$ cat src/rtl/synth_pkg.sv
// Shared types and constants for the keypad synth voice path.
package synth_pkg;

  localparam int unsigned NUM_NOTES      = 16;
  localparam int unsigned NUM_VOICES_DEF = 4;
  localparam int unsigned NOTE_W_DEF     = 4;

  typedef logic [NOTE_W_DEF-1:0] note_t;

  typedef enum logic [1:0] {
    IDLE   = 2'd0,
    LOOKUP = 2'd1,
    COMMIT = 2'd2
  } alloc_state_e;

endpackage

$ cat src/rtl/voice_allocator_if.sv
// Note event handshake: producer (keypad decoder) is master, allocator is slave.
interface voice_allocator_if #(
  parameter int unsigned NOTE_W = 4
) ();

  logic              evt_valid_i;
  logic              evt_ready_o;
  logic              evt_on_i;
  logic [NOTE_W-1:0] evt_note_i;

  modport master (
    output evt_valid_i,
    output evt_on_i,
    output evt_note_i,
    input  evt_ready_o
  );

  modport slave (
    input  evt_valid_i,
    input  evt_on_i,
    input  evt_note_i,
    output evt_ready_o
  );

endinterface

$ cat src/rtl/voice_allocator_oldest_voice_finder.sv
// Picks the active slot with the largest age; ties go to the lowest index.
module oldest_voice_finder #(
  parameter int unsigned NUM_VOICES = 4,
  parameter int unsigned AGE_W      = 4,
  parameter int unsigned IDX_W      = 2
) (
  input  logic [NUM_VOICES-1:0]       active_i,
  input  logic [NUM_VOICES*AGE_W-1:0] age_i,
  output logic [IDX_W-1:0]            idx_o,
  output logic                        valid_o
);

  logic [AGE_W-1:0] best_age;

  // Linear scan; strict greater-than keeps the lowest index on ties.
  always_comb begin
    best_age = '0;
    idx_o    = '0;
    valid_o  = 1'b0;
    for (int unsigned i = 0; i < NUM_VOICES; i++) begin
      if (active_i[i] && (!valid_o || (age_i[i*AGE_W +: AGE_W] > best_age))) begin
        best_age = age_i[i*AGE_W +: AGE_W];
        idx_o    = IDX_W'(i);
        valid_o  = 1'b1;
      end
    end
  end

endmodule

$ cat src/rtl/voice_allocator.sv
// Polyphonic note-to-voice scheduler: reuse matching slot, else free slot,
// else steal the oldest active slot.
module voice_allocator
  import synth_pkg::*;
#(
  parameter int unsigned NUM_VOICES = NUM_VOICES_DEF,
  parameter int unsigned NOTE_W     = 4,
  parameter int unsigned AGE_W      = 4
) (
  input  logic                         clk_48kHz,
  input  logic                         rst_n,
  voice_allocator_if.slave             evt,
  output logic [NUM_VOICES-1:0]        voice_active_o,
  output logic [NUM_VOICES*NOTE_W-1:0] voice_note_o,
  output logic [NUM_VOICES-1:0]        voice_trig_o,
  output logic                         steal_o
);

  localparam int unsigned IDX_W = (NUM_VOICES > 1) ? $clog2(NUM_VOICES) : 1;

  alloc_state_e      state_q;
  logic              ready_q;
  logic              on_q;
  logic [NOTE_W-1:0] note_q;

  logic              match_vld_q, free_vld_q;
  logic [IDX_W-1:0]  match_idx_q, free_idx_q, old_idx_q;

  logic [NUM_VOICES-1:0] active_q;
  logic [NOTE_W-1:0]     notes_q [NUM_VOICES];
  logic [AGE_W-1:0]      ages_q  [NUM_VOICES];
  logic [NUM_VOICES-1:0] trig_q;
  logic                  steal_q;

  logic                        match_vld_c, free_vld_c, old_vld_c, steal_c;
  logic [IDX_W-1:0]            match_idx_c, free_idx_c, old_idx_c, tgt_idx_c;
  logic [NUM_VOICES-1:0]       trig_c;
  logic [NUM_VOICES*AGE_W-1:0] ages_flat;

  function automatic logic [AGE_W-1:0] sat_inc(input logic [AGE_W-1:0] a);
    return (a == '1) ? a : a + AGE_W'(1);
  endfunction

  // Flatten ages for the finder and notes for the output bus.
  always_comb begin
    ages_flat    = '0;
    voice_note_o = '0;
    for (int unsigned v = 0; v < NUM_VOICES; v++) begin
      ages_flat[v*AGE_W +: AGE_W]     = ages_q[v];
      voice_note_o[v*NOTE_W +: NOTE_W] = notes_q[v];
    end
  end

  oldest_voice_finder #(
    .NUM_VOICES (NUM_VOICES),
    .AGE_W      (AGE_W),
    .IDX_W      (IDX_W)
  ) u_oldest (
    .active_i (active_q),
    .age_i    (ages_flat),
    .idx_o    (old_idx_c),
    .valid_o  (old_vld_c)
  );

  // Lowest active slot holding the captured note, lowest inactive slot.
  always_comb begin
    match_vld_c = 1'b0;
    match_idx_c = '0;
    free_vld_c  = 1'b0;
    free_idx_c  = '0;
    for (int unsigned v = 0; v < NUM_VOICES; v++) begin
      if (!match_vld_c && active_q[v] && (notes_q[v] == note_q)) begin
        match_vld_c = 1'b1;
        match_idx_c = IDX_W'(v);
      end
      if (!free_vld_c && !active_q[v]) begin
        free_vld_c = 1'b1;
        free_idx_c = IDX_W'(v);
      end
    end
  end

  // Pulses are decided from the same lookup values that LOOKUP registers, so
  // they can be registered on entry to COMMIT and stay high for that cycle only.
  always_comb begin
    trig_c  = '0;
    steal_c = 1'b0;
    if (on_q) begin
      if (match_vld_c)     trig_c[match_idx_c] = 1'b1;
      else if (free_vld_c) trig_c[free_idx_c]  = 1'b1;
      else if (old_vld_c) begin
        trig_c[old_idx_c] = 1'b1;
        steal_c           = 1'b1;
      end
    end
  end

  // Note-on target slot from the registered lookup results.
  always_comb begin
    tgt_idx_c = old_idx_q;
    if (match_vld_q)     tgt_idx_c = match_idx_q;
    else if (free_vld_q) tgt_idx_c = free_idx_q;
  end

  // Allocator FSM plus slot state; all outputs registered.
  always_ff @(posedge clk_48kHz or negedge rst_n) begin
    if (!rst_n) begin
      state_q     <= IDLE;
      ready_q     <= 1'b1;
      on_q        <= 1'b0;
      note_q      <= '0;
      match_vld_q <= 1'b0;
      match_idx_q <= '0;
      free_vld_q  <= 1'b0;
      free_idx_q  <= '0;
      old_idx_q   <= '0;
      active_q    <= '0;
      trig_q      <= '0;
      steal_q     <= 1'b0;
      for (int unsigned v = 0; v < NUM_VOICES; v++) begin
        notes_q[v] <= '0;
        ages_q[v]  <= '0;
      end
    end else begin
      trig_q  <= '0;
      steal_q <= 1'b0;
      case (state_q)
        IDLE: begin
          if (evt.evt_valid_i && ready_q) begin
            on_q    <= evt.evt_on_i;
            note_q  <= evt.evt_note_i;
            ready_q <= 1'b0;
            state_q <= LOOKUP;
          end
        end
        LOOKUP: begin
          match_vld_q <= match_vld_c;
          match_idx_q <= match_idx_c;
          free_vld_q  <= free_vld_c;
          free_idx_q  <= free_idx_c;
          old_idx_q   <= old_idx_c;
          trig_q      <= trig_c;
          steal_q     <= steal_c;
          state_q     <= COMMIT;
        end
        COMMIT: begin
          if (on_q) begin
            for (int unsigned v = 0; v < NUM_VOICES; v++) begin
              if (IDX_W'(v) == tgt_idx_c) begin
                active_q[v] <= 1'b1;
                notes_q[v]  <= note_q;
                ages_q[v]   <= '0;
              end else if (active_q[v]) begin
                ages_q[v] <= sat_inc(ages_q[v]);
              end
            end
          end else if (match_vld_q) begin
            active_q[match_idx_q] <= 1'b0;
            ages_q[match_idx_q]   <= '0;
          end
          ready_q <= 1'b1;
          state_q <= IDLE;
        end
        default: begin
          ready_q <= 1'b1;
          state_q <= IDLE;
        end
      endcase
    end
  end

  assign evt.evt_ready_o = ready_q;
  assign voice_active_o  = active_q;
  assign voice_trig_o    = trig_q;
  assign steal_o         = steal_q;

endmodule

$ cat src/flat_wrapper.sv
// flat-port wrapper written by rule: the top's interface ports become plain ports
module voice_allocator_flat import synth_pkg::*;
#(
  parameter int unsigned NUM_VOICES = NUM_VOICES_DEF,
  parameter int unsigned NOTE_W     = 4,
  parameter int unsigned AGE_W      = 4
)
  (clk_48kHz, rst_n, voice_active_o, voice_note_o, voice_trig_o, steal_o, evt_evt_valid_i, evt_evt_on_i, evt_evt_note_i, evt_evt_ready_o);
  voice_allocator_if #(.NOTE_W(NOTE_W)) evt_i ();
  input  logic clk_48kHz;
  input  logic rst_n;
  output logic [NUM_VOICES-1:0] voice_active_o;
  output logic [NUM_VOICES*NOTE_W-1:0] voice_note_o;
  output logic [NUM_VOICES-1:0] voice_trig_o;
  output logic steal_o;
  input wire logic [$bits(evt_i.evt_valid_i)-1:0] evt_evt_valid_i;
  input wire logic [$bits(evt_i.evt_on_i)-1:0] evt_evt_on_i;
  input wire logic [$bits(evt_i.evt_note_i)-1:0] evt_evt_note_i;
  output wire logic [$bits(evt_i.evt_ready_o)-1:0] evt_evt_ready_o;
  assign evt_i.evt_valid_i = evt_evt_valid_i;
  assign evt_i.evt_on_i = evt_evt_on_i;
  assign evt_i.evt_note_i = evt_evt_note_i;
  assign evt_evt_ready_o = evt_i.evt_ready_o;
  voice_allocator #(.NUM_VOICES(NUM_VOICES), .NOTE_W(NOTE_W), .AGE_W(AGE_W)) u_core (.clk_48kHz(clk_48kHz), .rst_n(rst_n), .evt(evt_i), .voice_active_o(voice_active_o), .voice_note_o(voice_note_o), .voice_trig_o(voice_trig_o), .steal_o(steal_o));
endmodule
$ cat config.mk
export PLATFORM = sky130hd
export DESIGN_NAME = voice_allocator_flat
export DESIGN_NICKNAME = d
export VERILOG_FILES = /design/src/rtl/synth_pkg.sv /design/src/rtl/voice_allocator_if.sv /design/src/rtl/voice_allocator_oldest_voice_finder.sv /design/src/rtl/voice_allocator.sv /design/src/flat_wrapper.sv
export SDC_FILE = /design/constraint.sdc
export NUM_CORES = 1
export LEC_CHECK = 0
export ABC_AREA = 1
export CORE_MARGIN = 5
export CORE_UTILIZATION = 30
export DETAILED_ROUTE_END_ITERATION = 10
export PLACE_DENSITY = 0.46
export SYNTH_ARGS = -nofsm -noshare
export SYNTH_HDL_FRONTEND = slang
export SYNTH_SLANG_ARGS = --single-unit
$ cat constraint.sdc
create_clock -name clk_48kHz -period 6.2 [get_ports clk_48kHz]
set_input_delay 1.55 -clock clk_48kHz [delete_from_list [all_inputs] [get_ports clk_48kHz]]
set_output_delay 1.55 -clock clk_48kHz [all_outputs]
set_load 0.005 [all_outputs]
==> impl_metrics.toml <==
[synthesis]
synth_compound_area_frac = 0.102
synth_top_cell_area_share = 0.404
yosysSeqAreaShare = 0.411
synthFlopType = "dfrtp_1"
synthCells = 486
synth-seq-cells = 57
syn_nets = 510
synth_area_um2 = 3470
synthArstFlopShare = 1.00
ys_types = 30
synth-simple-area-share = 0.333
synth.largest_area_cell = "dfrtp_1"
yosys-top-cells-area = "dfrtp_1 (40%), nand2_1 (18%), nand3_1 (7.4%)"
yosys.area_share.adder = 0.0577
synthXorXnorAreaFrac = 0.0252
yosysWarningCount = 0
synth_area_per_cell_um2 = 7.14
synth_edf_count = 0
synth_mux_area_frac = 0
synth_top_family_by_area = "simple AND/OR/NAND/NOR gates"

[clocking]
ctsHoldBuffers = 0
h-tree-depth = 3
cts_tree = "yes"
post-cts-setup-buffers = 0
insertion_delay_ps = 330
clk_pin_slew_ps = 50
clk_path_buf_depth = 2
cts_buffers = 9
cts_root_buf = "clkbuf_16"
cts.sinks = 57
cts_resized = 0

[die]
io_pins = 34
initial_utilization = 0.305
die_area_um2 = 13800
fp-row-count = 39
die_width_um = 118
die_y_um = 118
core_um2 = 11400

[pwr]
leakagePower_nw = 2.10
peakVddDrop_v = 0.000169
powerDensity_nw_per_um2 = 534
power_mw = 2.27

[sta]
rsz0062_at_grt = "false"
tightestPinTransition_ps = 784
whs_ps = 493
layout_min_cycle_time_ps = 4270
finClkSkew_ps = 6.75
fin_setup_tns_ps = 0
slew_headroom = 0.477
timing.final.hold_violations = 0
fmax_mhz = 234
drv_slew = 0
setup_viol = 0
post-route-period-util = 0.688

[global_routing]
grtUsageTotal = 0.147
met3_usage = 0.0332
grt_util_met1 = 0.207
overflow = 0
antenna_found_initial = 0
grt_pass1_vias = 3060
use_met2 = 0.218
grt_pass1_wl_um = 16200
grt_max_degree = 58
grt.busiest_layer = "met2"

[run_status]
status = "finished clean"

[worst_setup_path]
slowest_stage = "dfrtp_1"
worst_ep_arrival_time_ps = 4520
critPathBufInv = 3
worstReg2RegStart = "u_core.voice_active_o[0]$_DFFE_PN0P_"
rrSetupSlack_ps = 1930
startpoint = "u_core.voice_active_o[0]$_DFFE_PN0P_"
critical_path.top_delay_family = "simple AND/OR/NAND/NOR gates"
crit_type = "reg -> reg"
cpMostUsedCell = "nand2_1"
slowest_delay_ps = 670
critPathRequiredTime_ps = 6450
cp-end-kind = "flip-flop"
crit_path_start_kind = "flip-flop"
path_max_fanout = 17

[flow_run]
cap_violations = 0

[detailed_routing]
first_pass_iters = 5
vias = 3143
postRouteAntennaNets = 0
drc = 0
via_per_inst = 4.68
routedWlPerCell_um = 14.3
wirelength_um = 9620
drt-initial-drc-count = 222

[cells_and_area]
multiInputGateArea_um2 = 1800
nFillCells = 1216
fin_nets = 549
area_growth_pct = 22.4
seq_area_um2 = 1430
final_area_um2 = 4250
drive_gt1_frac = 0.0567
antenna_cells = 0
layout_common_cells = "nand2_1 (164), dfrtp_1 (56), inv_1 (53)"
final_common_cell = "nand2_1"
utilization = 0.374

[placement]
gp_congestion = 0.894
hpwl_um = 7060
placed_cell_area_um2 = 3950
port-buffer-count = 33

[hold_path]
hold_path.class = "reg -> reg"
min_from = "u_core.free_idx_q[0]$_DFFE_PN0P_"
==> per-stage QoR <==
step	setup slack (ps)	std cells
after floorplan	2420	486
after global placement	2040	657
after detailed placement	1960	657
after CTS	1930	672
after global routing	1400	672
final	1930	672
==> layout make-up <==
| cell class | instances | area share |
|---|---|---|
| Clock buffer | 12 | 0.0603 |
| Clock inverter | 3 | 0.00942 |
| Sequential cell | 57 | 0.336 |
| Timing Repair Buffer | 35 | 0.0801 |
| Inverter | 56 | 0.0495 |
| Multi-Input combinational cell | 366 | 0.423 |
| Tap cell | 143 | 0.0421 |
==> cell usage after synthesis (2+ instances only) <==
cell,number
a21oi_1,16
and2_1,4
buf_2,3
clkbuf_1,3
dfrtp_1,56
ha_1,16
inv_1,53
inv_2,3
nand2_1,164
nand2_2,3
nand3_1,51
nand3b_1,2
nand4_1,6
nor2_1,40
o21ai_0,41
o21ai_2,3
xnor2_1,4
xor2_1,6
==> state kept, by name, indices dropped and copies added (netlist names) <==
| register | count |
|---|---|
| u_core.state_q | 2 |
| u_core.free_vld_q | 1 |
| u_core.match_vld_q | 1 |
| u_core.voice_trig_o | 4 |
| u_core.voice_note_o | 16 |
| u_core.evt.evt_ready_o | 1 |
| u_core.steal_o | 1 |
| u_core.free_idx_q | 2 |
| u_core.match_idx_q | 2 |
| u_core.voice_active_o | 4 |
| u_core.note_q | 4 |
| u_core.ages_flat | 16 |
| u_core.old_idx_q | 2 |
| u_core.on_q | 1 |
==> kinds of logic (layout without fill, tap and decap cells) <==
family | count (synthesis) | count (layout)
simple gates | 274 | 274
compound gates | 66 | 66
buf+inv | 63 | 106
flops | 57 | 57
fa+ha+maj | 16 | 16
xor+xnor | 10 | 10
==> metal layers <==
metal  wire length [um]  share of wire  up-vias
met4                193          0.020        0
met2               4220           0.44       43
li1                   -              -     1642
met1               4890           0.51     1445
met5                  0              0        -
met3                310          0.032       13
==> worst register-to-register path: cells and delay by family (launching register included) <==
kind                       cells  cell delay [ps]
buffers and inverters          3              210
and+or+nand+nor               18             1630
adders and majority gates      3              920
AOI/OAI and AO/OA              4              770
DFF                            1              670
==> where the power goes <==
group	switching (mW)	internal, mW
registers	0.199	0.510
logic	0.639	0.426
clock network	0.168	0.329
total	1.01	1.27
==> worst paths after layout <==
check / depth (start not counted) / end
worst max-delay path: 28 / u_core.voice_trig_o[1]$_DFF_PN0_
worst min-delay path: 2 / u_core.free_idx_q[0]$_DFFE_PN0P_
worst max register to register: 28 / u_core.voice_trig_o[1]$_DFF_PN0_
worst min register to register: 2 / u_core.free_idx_q[0]$_DFFE_PN0P_
max in group asynchronous: 2 / u_core.voice_note_o[14]$_DFFE_PN0P_
min in group asynchronous: 2 / u_core.voice_note_o[10]$_DFFE_PN0P_
(Power assumes the default switching activity.)
